<file path="src/rtl/rnn_mem_pkg.sv">
// Shared definitions for the RNN parameter/result memory port and its arbiters.
package rnn_mem_pkg;

   localparam int ADDR_W = 17;
   localparam int DATA_W = 20;
   localparam int SEL_W  = 3;

   // msel region map
   localparam logic [SEL_W-1:0] MSEL_W_IH = 3'b000;
   localparam logic [SEL_W-1:0] MSEL_B_IH = 3'b001;
   localparam logic [SEL_W-1:0] MSEL_W_HH = 3'b010;
   localparam logic [SEL_W-1:0] MSEL_B_HH = 3'b011;
   localparam logic [SEL_W-1:0] MSEL_TIME = 3'b100;
   localparam logic [SEL_W-1:0] MSEL_HOUT = 3'b101;

   // Read-return tag; owner is sized for the largest supported requester count (8)
   typedef struct packed {
      logic       valid;
      logic [2:0] owner;
   } rd_tag_t;

   // Hidden output is the only writable region
   function automatic logic is_write(input logic [SEL_W-1:0] sel);
      return (sel == MSEL_HOUT);
   endfunction

endpackage

</file>
<file path="src/rtl/rnn_mem_arbiter_rr_pick.sv">
// Rotating-priority picker: first requesting index at or after ptr, wrapping.
module rr_pick #(
   parameter int N     = 2,
   parameter int IDX_W = (N > 1) ? $clog2(N) : 1
) (
   input  logic [N-1:0]     i_req,
   input  logic [IDX_W-1:0] i_ptr,
   output logic [N-1:0]     o_onehot,
   output logic [IDX_W-1:0] o_index
);

   logic w_found;
   int   w_j;

   // Scan N slots starting at ptr; the first active request wins
   always_comb begin
      o_onehot = '0;
      o_index  = '0;
      w_found  = 1'b0;
      w_j      = 0;
      for (int k = 0; k < N; k++) begin
         w_j = int'(i_ptr) + k;
         if (w_j >= N) w_j = w_j - N;
         if (!w_found && i_req[w_j]) begin
            w_found       = 1'b1;
            o_onehot[w_j] = 1'b1;
            o_index       = IDX_W'(w_j);
         end
      end
   end

endmodule

</file>
<file path="src/rtl/rnn_mem_arbiter.sv">
// Round-robin arbiter with burst locking for the shared RNN memory port.
// Winning command is registered onto the bus; read data returns 2 cycles later.
//
//   state      | meaning
//   -----------+-------------------------------------------------------
//   ST_OPEN    | round robin among all requesters from rr_ptr
//   ST_LOCKED  | only r_owner may be granted; idle cycles count toward release
module rnn_mem_arbiter
   import rnn_mem_pkg::*;
#(
   parameter int NREQ         = 2,
   parameter int LOCK_TIMEOUT = 15
) (
   input  logic                   clk,
   input  logic                   reset,
   input  logic [NREQ-1:0]        i_req,
   input  logic [NREQ-1:0]        i_lock,
   input  logic [NREQ*SEL_W-1:0]  i_sel,
   input  logic [NREQ*ADDR_W-1:0] i_addr,
   input  logic [NREQ*DATA_W-1:0] i_wdata,
   output logic [NREQ-1:0]        o_gnt,
   output logic [NREQ-1:0]        o_rvalid,
   output logic [DATA_W-1:0]      o_rdata,
   output logic                   o_mce,
   output logic [SEL_W-1:0]       o_msel,
   output logic [ADDR_W-1:0]      o_maddr,
   output logic [DATA_W-1:0]      o_mdata_w,
   input  logic [DATA_W-1:0]      i_mdata_r
);

   localparam int IDX_W = $clog2(NREQ);

   localparam logic [0:0] ST_OPEN   = 1'b0;
   localparam logic [0:0] ST_LOCKED = 1'b1;

   logic [0:0]        r_state;
   logic [IDX_W-1:0]  r_owner;
   logic [IDX_W-1:0]  r_rr_ptr;
   logic [3:0]        r_lock_cnt;

   logic [NREQ-1:0]   w_req_elig;
   logic [NREQ-1:0]   w_pick;
   logic [IDX_W-1:0]  w_win;
   logic              w_hs;
   logic              w_win_lock;
   logic              w_owner_idle;
   logic [SEL_W-1:0]  w_sel;
   logic [ADDR_W-1:0] w_addr;
   logic [DATA_W-1:0] w_wdata;

   logic              r_mce;
   logic [SEL_W-1:0]  r_msel;
   logic [ADDR_W-1:0] r_maddr;
   logic [DATA_W-1:0] r_mdata_w;
   rd_tag_t           r_tag;
   logic [NREQ-1:0]   r_rvalid;

   function automatic logic [IDX_W-1:0] inc_ptr(input logic [IDX_W-1:0] p);
      return (int'(p) == NREQ - 1) ? '0 : p + 1'b1;
   endfunction

   // While locked, mask every request except the owner's
   always_comb begin
      w_req_elig = i_req;
      if (r_state == ST_LOCKED) w_req_elig = i_req & (NREQ'(1) << r_owner);
   end

   rr_pick #(.N(NREQ), .IDX_W(IDX_W)) u_pick (
      .i_req    (w_req_elig),
      .i_ptr    (r_rr_ptr),
      .o_onehot (w_pick),
      .o_index  (w_win)
   );

   assign o_gnt        = reset ? '0 : w_pick;
   assign w_hs         = |o_gnt;
   assign w_win_lock   = i_lock[w_win];
   assign w_sel        = i_sel[w_win*SEL_W +: SEL_W];
   assign w_addr       = i_addr[w_win*ADDR_W +: ADDR_W];
   assign w_wdata      = i_wdata[w_win*DATA_W +: DATA_W];
   assign w_owner_idle = (r_state == ST_LOCKED) && !i_req[r_owner];

   // Ownership, rotation pointer and idle-release down-counter
   always_ff @(posedge clk) begin
      if (reset) begin
         r_state    <= ST_OPEN;
         r_owner    <= '0;
         r_rr_ptr   <= '0;
         r_lock_cnt <= '0;
      end else if (w_hs) begin
         if (w_win_lock) begin
            r_state    <= ST_LOCKED;
            r_owner    <= w_win;
            r_lock_cnt <= 4'(LOCK_TIMEOUT);
         end else begin
            r_state  <= ST_OPEN;
            r_rr_ptr <= inc_ptr(w_win);
         end
      end else if (w_owner_idle) begin
         if (r_lock_cnt <= 4'd1) begin
            r_state  <= ST_OPEN;
            r_rr_ptr <= inc_ptr(r_owner);
         end else begin
            r_lock_cnt <= r_lock_cnt - 4'd1;
         end
      end
   end

   // Register the winning command onto the memory bus; reads leave mdata_w alone
   always_ff @(posedge clk) begin
      if (reset) begin
         r_mce     <= 1'b0;
         r_msel    <= MSEL_TIME;
         r_maddr   <= '0;
         r_mdata_w <= '0;
      end else begin
         r_mce <= w_hs;
         if (w_hs) begin
            r_msel  <= w_sel;
            r_maddr <= w_addr;
            if (is_write(w_sel)) r_mdata_w <= w_wdata;
         end
      end
   end

   // Two-stage read tag: issue edge captures the owner, next edge raises rvalid
   always_ff @(posedge clk) begin
      if (reset) begin
         r_tag    <= '0;
         r_rvalid <= '0;
      end else begin
         r_tag.valid <= w_hs && !is_write(w_sel);
         r_tag.owner <= 3'(w_win);
         r_rvalid    <= r_tag.valid ? (NREQ'(1) << r_tag.owner) : '0;
      end
   end

   assign o_mce     = r_mce;
   assign o_msel    = r_msel;
   assign o_maddr   = r_maddr;
   assign o_mdata_w = r_mdata_w;
   assign o_rvalid  = r_rvalid;
   assign o_rdata   = i_mdata_r;

endmodule

</file>
<file path="config.mk">
export PLATFORM = sky130hd
export DESIGN_NAME = rnn_mem_arbiter
export DESIGN_NICKNAME = d
export VERILOG_FILES = /design/src/rtl/rnn_mem_pkg.sv /design/src/rtl/rnn_mem_arbiter_rr_pick.sv /design/src/rtl/rnn_mem_arbiter.sv
export SDC_FILE = /design/constraint.sdc
export NUM_CORES = 1
export LEC_CHECK = 0
export ABC_CLOCK_PERIOD_IN_PS = 1700
export BUFFER_PORTS_ARGS = -buffer_cell sky130_fd_sc_hd__buf_4
export CAP_MARGIN = 20
export CELL_PAD_IN_SITES_DETAIL_PLACEMENT = 1
export CELL_PAD_IN_SITES_GLOBAL_PLACEMENT = 2
export CORE_MARGIN = 3
export CORE_UTILIZATION = 21
export DETAILED_ROUTE_END_ITERATION = 10
export PLACE_DENSITY_LB_ADDON = 0.1
export SYNTH_ARGS = -nofsm -noshare
export SYNTH_HDL_FRONTEND = slang
export SYNTH_SLANG_ARGS = --single-unit
</file>
<file path="constraint.sdc">
create_clock -name clk -period 1.7 [get_ports clk]
set_input_delay 0.34 -clock clk [delete_from_list [all_inputs] [get_ports clk]]
set_output_delay 0.34 -clock clk [all_outputs]
set_load 0.1 [all_outputs]
</file>
# After elaboration in Yosys (flattened, before gate mapping)

Cells that the tools add are included.

Muxes and demuxes: 37
Shifts and indexed selects: 5
Order comparisons: 9
Bitwise gates (word level): 3
Equality and inequality tests: 4
$mul: 3
Add/sub/neg operators: 6
Reductions and logical operators: 17

Operator list:

| kind                                                               | number |
|---|---|
| greater-or-equal comparator 32 x 1 -> 1 bit, second input constant | 2 |
| less-than comparator 32 x 3 -> 1 bit, second input constant        | 2 |
| 2-to-1 mux 32 bit                                                  | 2 |
| indexed part select 40 x 7 -> 20 bit                               | 1 |
| indexed part select 34 x 7 -> 17 bit                               | 1 |
| greater-or-equal comparator 32 x 3 -> 1 bit, second input constant | 1 |
| subtractor 32 x 3 -> 32 bit, second input constant                 | 1 |
| 2-to-1 mux 1 bit                                                   | 25 |
| 2-to-1 mux 4 bit                                                   | 4 |
| 2-to-1 mux 2 bit                                                   | 4 |
| multiplier 1 x 5 -> 6 bit, second input constant                   | 1 |
| AND reduction 2 bit                                                | 3 |
| AND reduction 3 bit                                                | 2 |
| indexed part select 6 x 4 -> 3 bit                                 | 1 |
| logical AND 1 bit                                                  | 5 |
| <= comparator 4 x 1 -> 1 bit, second input constant                | 1 |
| less-than comparator 1 x 2 -> 1 bit, second input constant         | 2 |
| multiplier 1 x 3 -> 4 bit, second input constant                   | 1 |
| != test 2 bit, second input constant                               | 2 |
| nonzero test 2 bit                                                 | 2 |
| OR reduction 2 bit                                                 | 2 |
| subtractor 4 x 1 -> 4 bit, second input constant                   | 1 |
| equality test 3 bit, second input constant                         | 1 |
| zero test 1 bit                                                    | 3 |
| 12 further kinds                                                   | 14 |

Register bits: 54
Output and inout bits: 65

# Longest topological paths before layout

Gate-level depths: netlist of run 1.

Depth in word-level cells: 15
Mapped depth: 8
Depth with buffers taken out: 7

# Modules after synthesis

Synthesis of run 1 repeated with hierarchy kept, for this count alone.

Cell total of the unflattened synthesis: 277
Area, all modules: 2,661.3 um2

By module, submodules not included:

| module          | cells an instance | area each (um2) | times used |
|---|---|---|---|
| rnn_mem_arbiter | 273               | 2,631.3         | 1 |
| rr_pick         | 4                 | 30.0            | 1 |

# Worst setup path after synthesis of run 1

OpenSTA, ideal clock, no wires.

Path kind: flip-flop to output port
Start point: reg r_state
End point: out o_gnt[1]
Path buffers: 2
Required time: 1.360 ns
Setup slack: -0.832 ns
Stages on the path, launching flop included: 6
Arrival: 2.192 ns
Cells stage by stage: dfxtp_1 > buf_2 > nand2b_1 > nand3_4 > buf_6 > nor2_1

Cells in the longest elaborated chain, start to end: 9

RTL lines:

| what                                                 | line                          | RTL |
|---|---|---|
| from (decl)                                          | rnn_mem_arbiter.sv:36         | `logic [0:0] r_state;` |
| from (signal assigned)                               | rnn_mem_arbiter.sv:86         | `r_state <= ST_OPEN;` |
| from (signal assigned)                               | rnn_mem_arbiter.sv:92         | `r_state <= ST_LOCKED;` |
| from (signal assigned)                               | rnn_mem_arbiter.sv:96         | `r_state <= ST_OPEN;` |
| 2-to-1 mux 2 bit (*)                                 | rnn_mem_arbiter.sv:65         | `if (r_state == ST_LOCKED) w_req_elig = i_req & (NREQ'(1) << r_owner);` |
| 2-to-1 mux 1 bit (implied by the code) (3 in series) | rnn_mem_arbiter_rr_pick.sv:24 | `if (!w_found && i_req[w_j]) begin` |
| 2-to-1 mux 1 bit                                     | rnn_mem_arbiter_rr_pick.sv:24 |  |
| zero test 1 bit                                      | rnn_mem_arbiter_rr_pick.sv:24 |  |
| logical AND 1 bit                                    | rnn_mem_arbiter_rr_pick.sv:24 |  |
| 2-to-1 mux 2 bit (*)                                 | rnn_mem_arbiter_rr_pick.sv:24 |  |
| 2-to-1 mux 2 bit (*)                                 | rnn_mem_arbiter.sv:75         | `assign o_gnt = reset ? '0 : w_pick;` |
| to (decl)                                            | rnn_mem_arbiter.sv:21         | `output logic [NREQ-1:0] o_gnt,` |

Every way passes the cells marked *; elsewhere a longest branch is shown, timed or not. The select of a mux whose other input is x is not followed.

# Worst setup path after layout of run 1

Ends and elaborated chain as after synthesis.

==> metrics.yaml, run 1 <==
worst_setup_path:
  rr_endpoint: "o_mdata_w[5]$_SDFFE_PP0P_"
  end_kind: "primary output"
  crit_chain: "or3b_4, nand3_4, buf_12, nor2_4, buf_12"
  path_class: "register to primary output"
  critPathSlowestCell: "or3b_4"
  r2r_slack_ps: -60
  crit_required_ps: 1360
  cp.arrival_ps: 1460
  r2r_cells: 7
  max_stage_delay_ps: 420
  cp_common_cell: "buf_12"
  critPathLaunchType: "register"
  crit_fanout: 6
  r2r-start: "r_state$_SDFFE_PP0P_"
timing:
  maxSlewHeadroom_pct: 65.8
  fin_ws_ps: -98.2
  hold_ws_ps: 384
  period_share_pct: 106
  slew_violations: 0
  clock_skew_ps: 5.88
  period_needed_ps: 1800
  max_freq_mhz: 556
  report.final.hold_viol_count: 0
  rsz0062_at_grt: "yes"
  max_slew.worst_pin.slew_ps: 513
  setup_violations: 11
  final.setup.tns_ps: -360
hold_path:
  hold_start: "i_sel[5]"
  hold_path_end: "o_msel[2]$_SDFFE_PP1P_"
  whs_path_depth: 3
  holdCritPathClass: "input port to register"
global_route:
  grt_pass1_wl_mm: 13.5
  antenna_found_initial: 0
  use_met2_pct: 19.1
  grt-ovfl-total: 0
  track_usage_pct: 11.7
  grt_use_met3_pct: 3.20
  grt_use_met1_pct: 14.9
  grt_max_degree: 34
  grt.busiest_layer: "met2"
  grt_pass1_vias: 2550
synthesis:
  synth_cell_types: 40
  synth_top_cell_area_share_pct: 38.1
  seq_area_frac_synth_pct: 38.1
  synth_top_family_by_area: "compound AO/OA/AOI/OAI gates"
  yosys.area_share.simple_pct: 12.1
  synth_xor_area_share_pct: 0
  synth_cells: 276
  synth_area_leaders: "dfxtp_1 (38%), mux2i_1 (15%), a211oi_2 (11%), buf_4 (6.0%), nor2_1 (5.9%)"
  async_flop_share_pct: 0
  syn_area_um2: 2730
  syn-num-nets: 384
  synth_ff_type: "dfxtp_1"
  ys_warn_count: 0
  yosys-mux-area-fraction_pct: 15.4
  synthAdderAreaFrac_pct: 0.917
  ys_ff_latch: 52
  synth_compound_gate_area_share_pct: 22.0
  syn_area_per_cell_um2: 9.89
  synth_area_leader_cell: "dfxtp_1"
  synth_edf_count: 0
routing:
  via_per_inst: 4.30
  dr.first_iter.drc_count: 72
  routed_wl_mm: 9.00
  firstDrtPassIters: 4
  remaining_drc_errors: 0
  detailroute.via_count: 2487
  ant_nets: 0
  wl_per_cell_um: 15.6
clock_tree:
  clock_sinks: 52
  path_clk_slew_ps: 70
  cts_buffers: 5
  root_buffer: "clkbuf_16"
  cts_max_path_buffers: 2
  cts_tree: "done"
  clkLatencyLatePin_ps: 290
  ctsHoldBuffers: 0
  htreeDepth: 2
power_and_ir_drop:
  power_frac_seq_pct: 33.0
  pwr-share-comb_pct: 42.7
  irDropWorstVdd_uv: 386
  switchingPower_mw: 1.65
  clock_power_share_pct: 24.4
  power.density_nw_per_um2: 950
  p_int_mw: 2.58
  p_leak_nw: 1.95
  switching_share_pct: 38.9
cells_and_area:
  utilization_pct: 35.2
  final_cell_mix: "buf_4 (147), dfxtp_1 (48), nor2_1 (31), a211oi_2 (23), mux2i_1 (20)"
  stdcell_count: 578
  nNetsFinal: 513
  fillerInstances: 1460
  drive_gt1_share_pct: 58.6
  diodes: 0
  syn2layout_area_growth_pct: 63.2
  final_common_cell: "buf_4"
place:
  dp_hpwl_mm: 6.30
  dp_slack_ps: -98.1
  portBuffers: 130
  placed_cells: 560
  gp_congestion: 0.721
status:
  violations: "setup timing"
  status: "finished, violations left"
floorplan:
  core_um2: 12700
  die_area_um2: 14400
  die_x_um: 120
  rows: 41
  initial_core_util_pct: 21.5
  die_h_um: 120
  pin_count: 171
run:
  maxCapViolCount: 0
stage by stage:
stage	cell area [um^2]	total power [mW]
after global routing	4450	4.46
final	4450	4.23
after global placement	3870	3.00
after detailed placement	3870	3.02
after floorplan	2760	2.77
after CTS	4140	4.18
worst max-delay path, delay by kind of cell, from the launching register on:
family	cells	cell delay, ps
DFF	1	360
buffers and inverters	2	250
and+or+nand+nor	3	540
logic make-up (layout without fill, tap and decap cells):
family	Yosys count	after routing
AND/OR/NAND/NOR	70	70
AO/OA/AOI/OAI	64	64
flip-flops	52	52
buffers and inverters	46	176
multiplexers	42	42
adder cells (fa/ha/maj)	2	2
registers in the layout (all words and copies together) (netlist names):
| name | flops |
|---|---|
| o_maddr | 17 |
| o_mce | 1 |
| o_mdata_w | 20 |
| o_msel | 3 |
| o_rvalid | 2 |
| r_lock_cnt | 4 |
| r_owner | 1 |
| r_rr_ptr | 1 |
| r_state | 1 |
| r_tag | 2 |
routing by layer:
layer / share of wire (%) / vias up / routed length [um]
li1: - / 1240 / -
met1: 44 / 1160 / 3930
met2: 49 / 75 / 4440
met3: 5.8 / 12 / 518
met4: 1.2 / 0 / 109
met5: 0 / - / 0
repair_timing:
action	in CTS	in global routing
gates cloned	1	5
setup endpoints to repair	23	42
gates resized for setup	20	43
hold endpoints to repair	0	0
pin swaps	2	20
buffers inserted	3	1
Yosys cell counts, drive strengths merged (2+ instances only):
master,number
inv,7
a21oi,7
nand3b,2
mux2i,41
clkbuf,6
a31oi,2
nand3,3
o21ai,3
and3,3
nand2,6
dfxtp,52
nand2b,2
nor3,4
ha,2
buf,33
a211oi,40
o21bai,2
nor3b,2
nor2,43
a311oi,2
power groups by stage:
stage | clock network, mW | registers, mW | logic, mW
after floorplan | 0 | 1.93 | 0.836
after global placement | 0 | 1.42 | 1.58
after detailed placement | 0 | 1.42 | 1.59
after CTS | 1.09 | 1.39 | 1.69
after global routing | 1.13 | 1.41 | 1.92
final | 1.03 | 1.40 | 1.81
layout make-up:
cell class	instances	area, um^2	area share (%)
timing repair buffer	161	1410	31.6
tap	172	215	4.83
clock inverter	1	8.76	0.197
multi-input combinational	178	1620	36.3
inverter	7	26.3	0.590
clock buffer	7	133	2.98
sequential	52	1050	23.5
worst max path at each step:
stage | from | to | slack, ps | cells after the start
after floorplan | i_req[0] | o_gnt[1] | -30 | 4
after detailed placement | i_req[0] | o_mdata_w[3]$_SDFFE_PP0P_ | -100 | 8
after global routing | r_state$_SDFFE_PP0P_ | o_gnt[1] | -150 | 5
after CTS | r_state$_SDFFE_PP0P_ | o_gnt[1] | -110 | 5
after global placement | i_req[0] | o_mdata_w[16]$_SDFFE_PP0P_ | -80 | 8
final | r_state$_SDFFE_PP0P_ | o_gnt[1] | -100 | 5
Note: power is estimated with default switching activity, not from simulation.
==> inputs of run 2 (changes only) <==
--- a/config.mk
+++ b/config.mk
@@ -5,15 +5,17 @@
 export SDC_FILE = /design/constraint.sdc
 export NUM_CORES = 1
 export LEC_CHECK = 0
-export ABC_CLOCK_PERIOD_IN_PS = 1700
+export ABC_CLOCK_PERIOD_IN_PS = 2190
 export BUFFER_PORTS_ARGS = -buffer_cell sky130_fd_sc_hd__buf_4
 export CAP_MARGIN = 20
 export CELL_PAD_IN_SITES_DETAIL_PLACEMENT = 1
 export CELL_PAD_IN_SITES_GLOBAL_PLACEMENT = 2
+export CORE_ASPECT_RATIO = 0.8
 export CORE_MARGIN = 3
-export CORE_UTILIZATION = 21
+export CORE_UTILIZATION = 25
 export DETAILED_ROUTE_END_ITERATION = 10
 export PLACE_DENSITY_LB_ADDON = 0.1
 export SYNTH_ARGS = -nofsm -noshare
 export SYNTH_HDL_FRONTEND = slang
+export SYNTH_HIERARCHICAL = 1
 export SYNTH_SLANG_ARGS = --single-unit
==> constraint.sdc (replaced) <==
create_clock -name clk -period 2.19 [get_ports clk]
set_input_delay 0.438 -clock clk [delete_from_list [all_inputs] [get_ports clk]]
set_output_delay 0.438 -clock clk [all_outputs]
set_load 0.1 [all_outputs]
==> metrics.yaml, run 2 <==
status:
  status: "finished, final reports clean"  # was finished, violations left
routing:
  dr.first_iter.drc_count: 36  # was 72
  ant_nets: 0  # unchanged
  remaining_drc_errors: 0  # unchanged
  via_per_inst: 4.45  # was 4.30
  wl_per_cell_um: 15.0  # was 15.6 um
  routed_wl_mm: 8.16  # was 9.00 mm
  firstDrtPassIters: 4  # unchanged
  detailroute.via_count: 2414  # was 2,487
hold_path:
  hold_path_end: "o_rvalid[0]$_SDFF_PP0_"  # was o_msel[2]$_SDFFE_PP1P_
  whs_path_depth: 1  # was 3
  holdCritPathClass: "register to register"  # was input port to register
  hold_start: "r_tag[0]$_SDFF_PP0_"  # was i_sel[5]
power_and_ir_drop:
  p_leak_nw: 1.75  # was 1.95 nW
  total_power_mw: 3.04  # was 4.23 mW
  power.density_nw_per_um2: 747  # was 950 nW/um^2
  irDropWorstVdd_uv: 316  # was 386 uV
timing:
  report.final.hold_viol_count: 0  # unchanged
  slew_violations: 0  # unchanged
  maxSlewHeadroom_pct: 70.3  # was 65.8%
  final.setup.tns_ps: 0  # was -360 ps
  period_needed_ps: 2100
  setup_violations: 0  # was 11
  period_share_pct: 95.8
  clock_skew_ps: 4.88  # was 5.88 ps
  max_slew.worst_pin.slew_ps: 444  # was 513 ps
  max_freq_mhz: 477
worst_setup_path:
  critPathSlowestCell: "dfxtp_4"  # was or3b_4
  r2r_cells: 8  # was 7
  path_class: "register to register"  # was register to primary output
  crit_buf_inv: 2  # unchanged
  rr_endpoint: "o_mdata_w[5]$_SDFFE_PP0P_"  # unchanged
  r2r_slack_ps: 90  # was -60 ps
  crit_chain: "inv_2, a21boi_2, a21boi_4, mux2_4, a211oi_4, clkbuf_16, nor2_1, a211oi_2"  # was or3b_4, nand3_4, buf_12, nor2_4, buf_12
  r2r-start: "r_owner$_SDFFE_PP0P_"  # was r_state$_SDFFE_PP0P_
  critPathLaunchType: "register"  # unchanged
  end_kind: "register"  # was primary output
  cp.arrival_ps: 2310  # was 1460 ps
  crit_family: "compound AO/OA/AOI/OAI gates"  # was simple AND/OR/NAND/NOR gates
  max_stage_delay_ps: 380  # was 420 ps
  crit_fanout: 7  # was 6
  crit_required_ps: 2400  # was 1360 ps
  cp-startpoint: "r_owner$_SDFFE_PP0P_"  # was r_state$_SDFFE_PP0P_
synthesis:
  syn_area_um2: 2660  # was 2730 um^2
  synth_cell_types: 37  # was 40
  async_flop_share_pct: 0  # unchanged
  synth_ff_type: "dfxtp_1"  # unchanged
  ys_ff_latch: 52  # unchanged
  synth_top_cell_area_share_pct: 39.1  # was 38.1%
  synth_area_leaders: "dfxtp_1 (39%), mux2i_1 (15%), a211oi_2 (9.9%), nor2_1 (6.5%), buf_4 (6.2%)"  # was dfxtp_1 (38%), mux2i_1 (15%), a211oi_2 (11%), buf_4 (6.0%), nor2_1 (5.9%)
  synth_area_leader_cell: "dfxtp_1"  # unchanged
  seq_area_frac_synth_pct: 39.1  # was 38.1%
  netlist_top_cells_count: "dfxtp_1 (52), nor2_1 (46), mux2i_1 (41)"  # was dfxtp_1 (52), nor2_1 (43), mux2i_1 (41)
  syn-num-nets: 385  # was 384
  synth_edf_count: 0  # unchanged
  syn_area_per_cell_um2: 9.61  # was 9.89 um^2
  synth_cells: 277  # was 276
  ys_warn_count: 6  # was 0
  synth.most_common_cell: "dfxtp_1"  # unchanged
floorplan:
  pin_count: 171  # unchanged
  rows: 33  # was 41
  die_area_um2: 11900  # was 14,400 um^2
  core_um2: 10300  # was 12,700 um^2
  die_x_um: 121  # was 120 um
  initial_core_util_pct: 25.8  # was 21.5%
  die_h_um: 98.3  # was 120 um
cells_and_area:
  regArea_um2: 1040  # was 1050 um^2
  nNetsFinal: 510  # was 513
  fillerInstances: 1187  # was 1,460
  drive_gt1_share_pct: 49.9  # was 58.6%
  largest_reg_flops: 20  # unchanged
  syn2layout_area_growth_pct: 53.1  # was 63.2%
  multi_input_area_um2: 1430  # was 1620 um^2
  final_cell_mix: "buf_4 (149), dfxtp_1 (51), nor2_1 (46), mux2i_1 (41), a211oi_1 (21)"  # was buf_4 (147), dfxtp_1 (48), nor2_1 (31), a211oi_2 (23), mux2i_1 (20)
  final_common_cell: "buf_4"  # unchanged
  diodes: 0  # unchanged
clock_tree:
  clkLatencyLatePin_ps: 290  # about the same
  cts_tree: "done"  # unchanged
  cts_buffers: 5  # unchanged
  clock_sinks: 52  # unchanged
  path_clk_slew_ps: 70  # about the same
  htreeDepth: 2  # unchanged
  root_buffer: "clkbuf_16"  # unchanged
  cts_max_path_buffers: 2  # unchanged
place:
  portBuffers: 130  # unchanged
  gp_congestion: 0.687  # was 0.721
  dp_hpwl_mm: 6.12  # was 6.30 mm
global_route:
  grt_pass1_vias: 2557  # was 2,550
  track_usage_pct: 13.5  # was 11.7%
  antenna_found_initial: 0  # unchanged
  grt_pass1_wl_mm: 13.1  # was 13.5 mm
  grt_max_degree: 33  # was 34
  grt-ovfl-total: 0  # unchanged
run:
  maxCapViolCount: 0  # unchanged
run 2: stage by stage:
step / utilization (%) / setup WS [ps] / cell area [um^2] / hold WS, ps / cells
detailed placement: 36.7 / -202 / 3790 / 423 / 529
global placement: 36.7 / -84.5 / 3790 / 413 / 529
global route: 39.5 / -14.8 / 4080 / 459 / 543
CTS: 38.8 / 22.2 / 4010 / 434 / 539
finish: 39.5 / 91.7 / 4080 / 429 / 543
floorplan: - / 87.8 / 2680 / 389 / 277
run 2: cells by family (layout without fill, tap and decap cells):
family,count (synthesis),count (layout),synth area share [%]
flops,52,52,39.1
fa+ha+maj,2,2,0.940
mux,42,42,15.8
buf+inv,44,170,9.64
simple gates,72,72,12.4
compound gates,65,65,22.0
run 2: how the worst max path moves through the flow:
stage | slack, ps | cells after the start | end
6_report | 90 | 8 | o_mdata_w[5]$_SDFFE_PP0P_
5_1_grt | -10 | 9 | o_mdata_w[19]$_SDFFE_PP0P_
4_1_cts | 20 | 6 | o_gnt[1]
3_5_place_dp | -200 | 9 | o_mdata_w[2]$_SDFFE_PP0P_
3_3_place_gp | -80 | 9 | o_mdata_w[1]$_SDFFE_PP0P_
2_1_floorplan | 90 | 7 | o_mdata_w[10]$_SDFFE_PP0P_
run 2: routing by layer:
layer / track usage (%) / vias to the layer above / routed length [um]
li1: - / 1218 / -
met1: 17.8 / 1105 / 3740
met2: 21.1 / 79 / 3710
met3: 4.86 / 12 / 650
met4: 3.36 / 0 / 65
met5: 0 / - / 0
run 2: area by class of cell:
cell class              count  area share, %
clock buffers               6           3.16
clock inverters             2          0.952
inverters                   6          0.553
multi-input cells         181           35.2
flip-flops and latches     52           25.6
well taps                 140           4.30
repair buffers            156           30.2
run 2: timing repair:
action | CTS | global route
gates cloned | 1 | 1
pin swaps | 1 | 2
resized for setup | 7 | 11
setup endpoints to repair | 22 | 22
buffers inserted | 1 | 4
hold buffers | 0 | 0
endpoints found under the hold margin | 0 | 0
run 2: report_power, final:
part | leakage (nW) | total [mW] | internal, mW | switching [mW]
clock network | 0.0815 | 0.893 | 0.544 | 0.349
registers | 0.427 | 1.07 | 1.02 | 0.0478
logic | 1.24 | 1.08 | 0.375 | 0.709
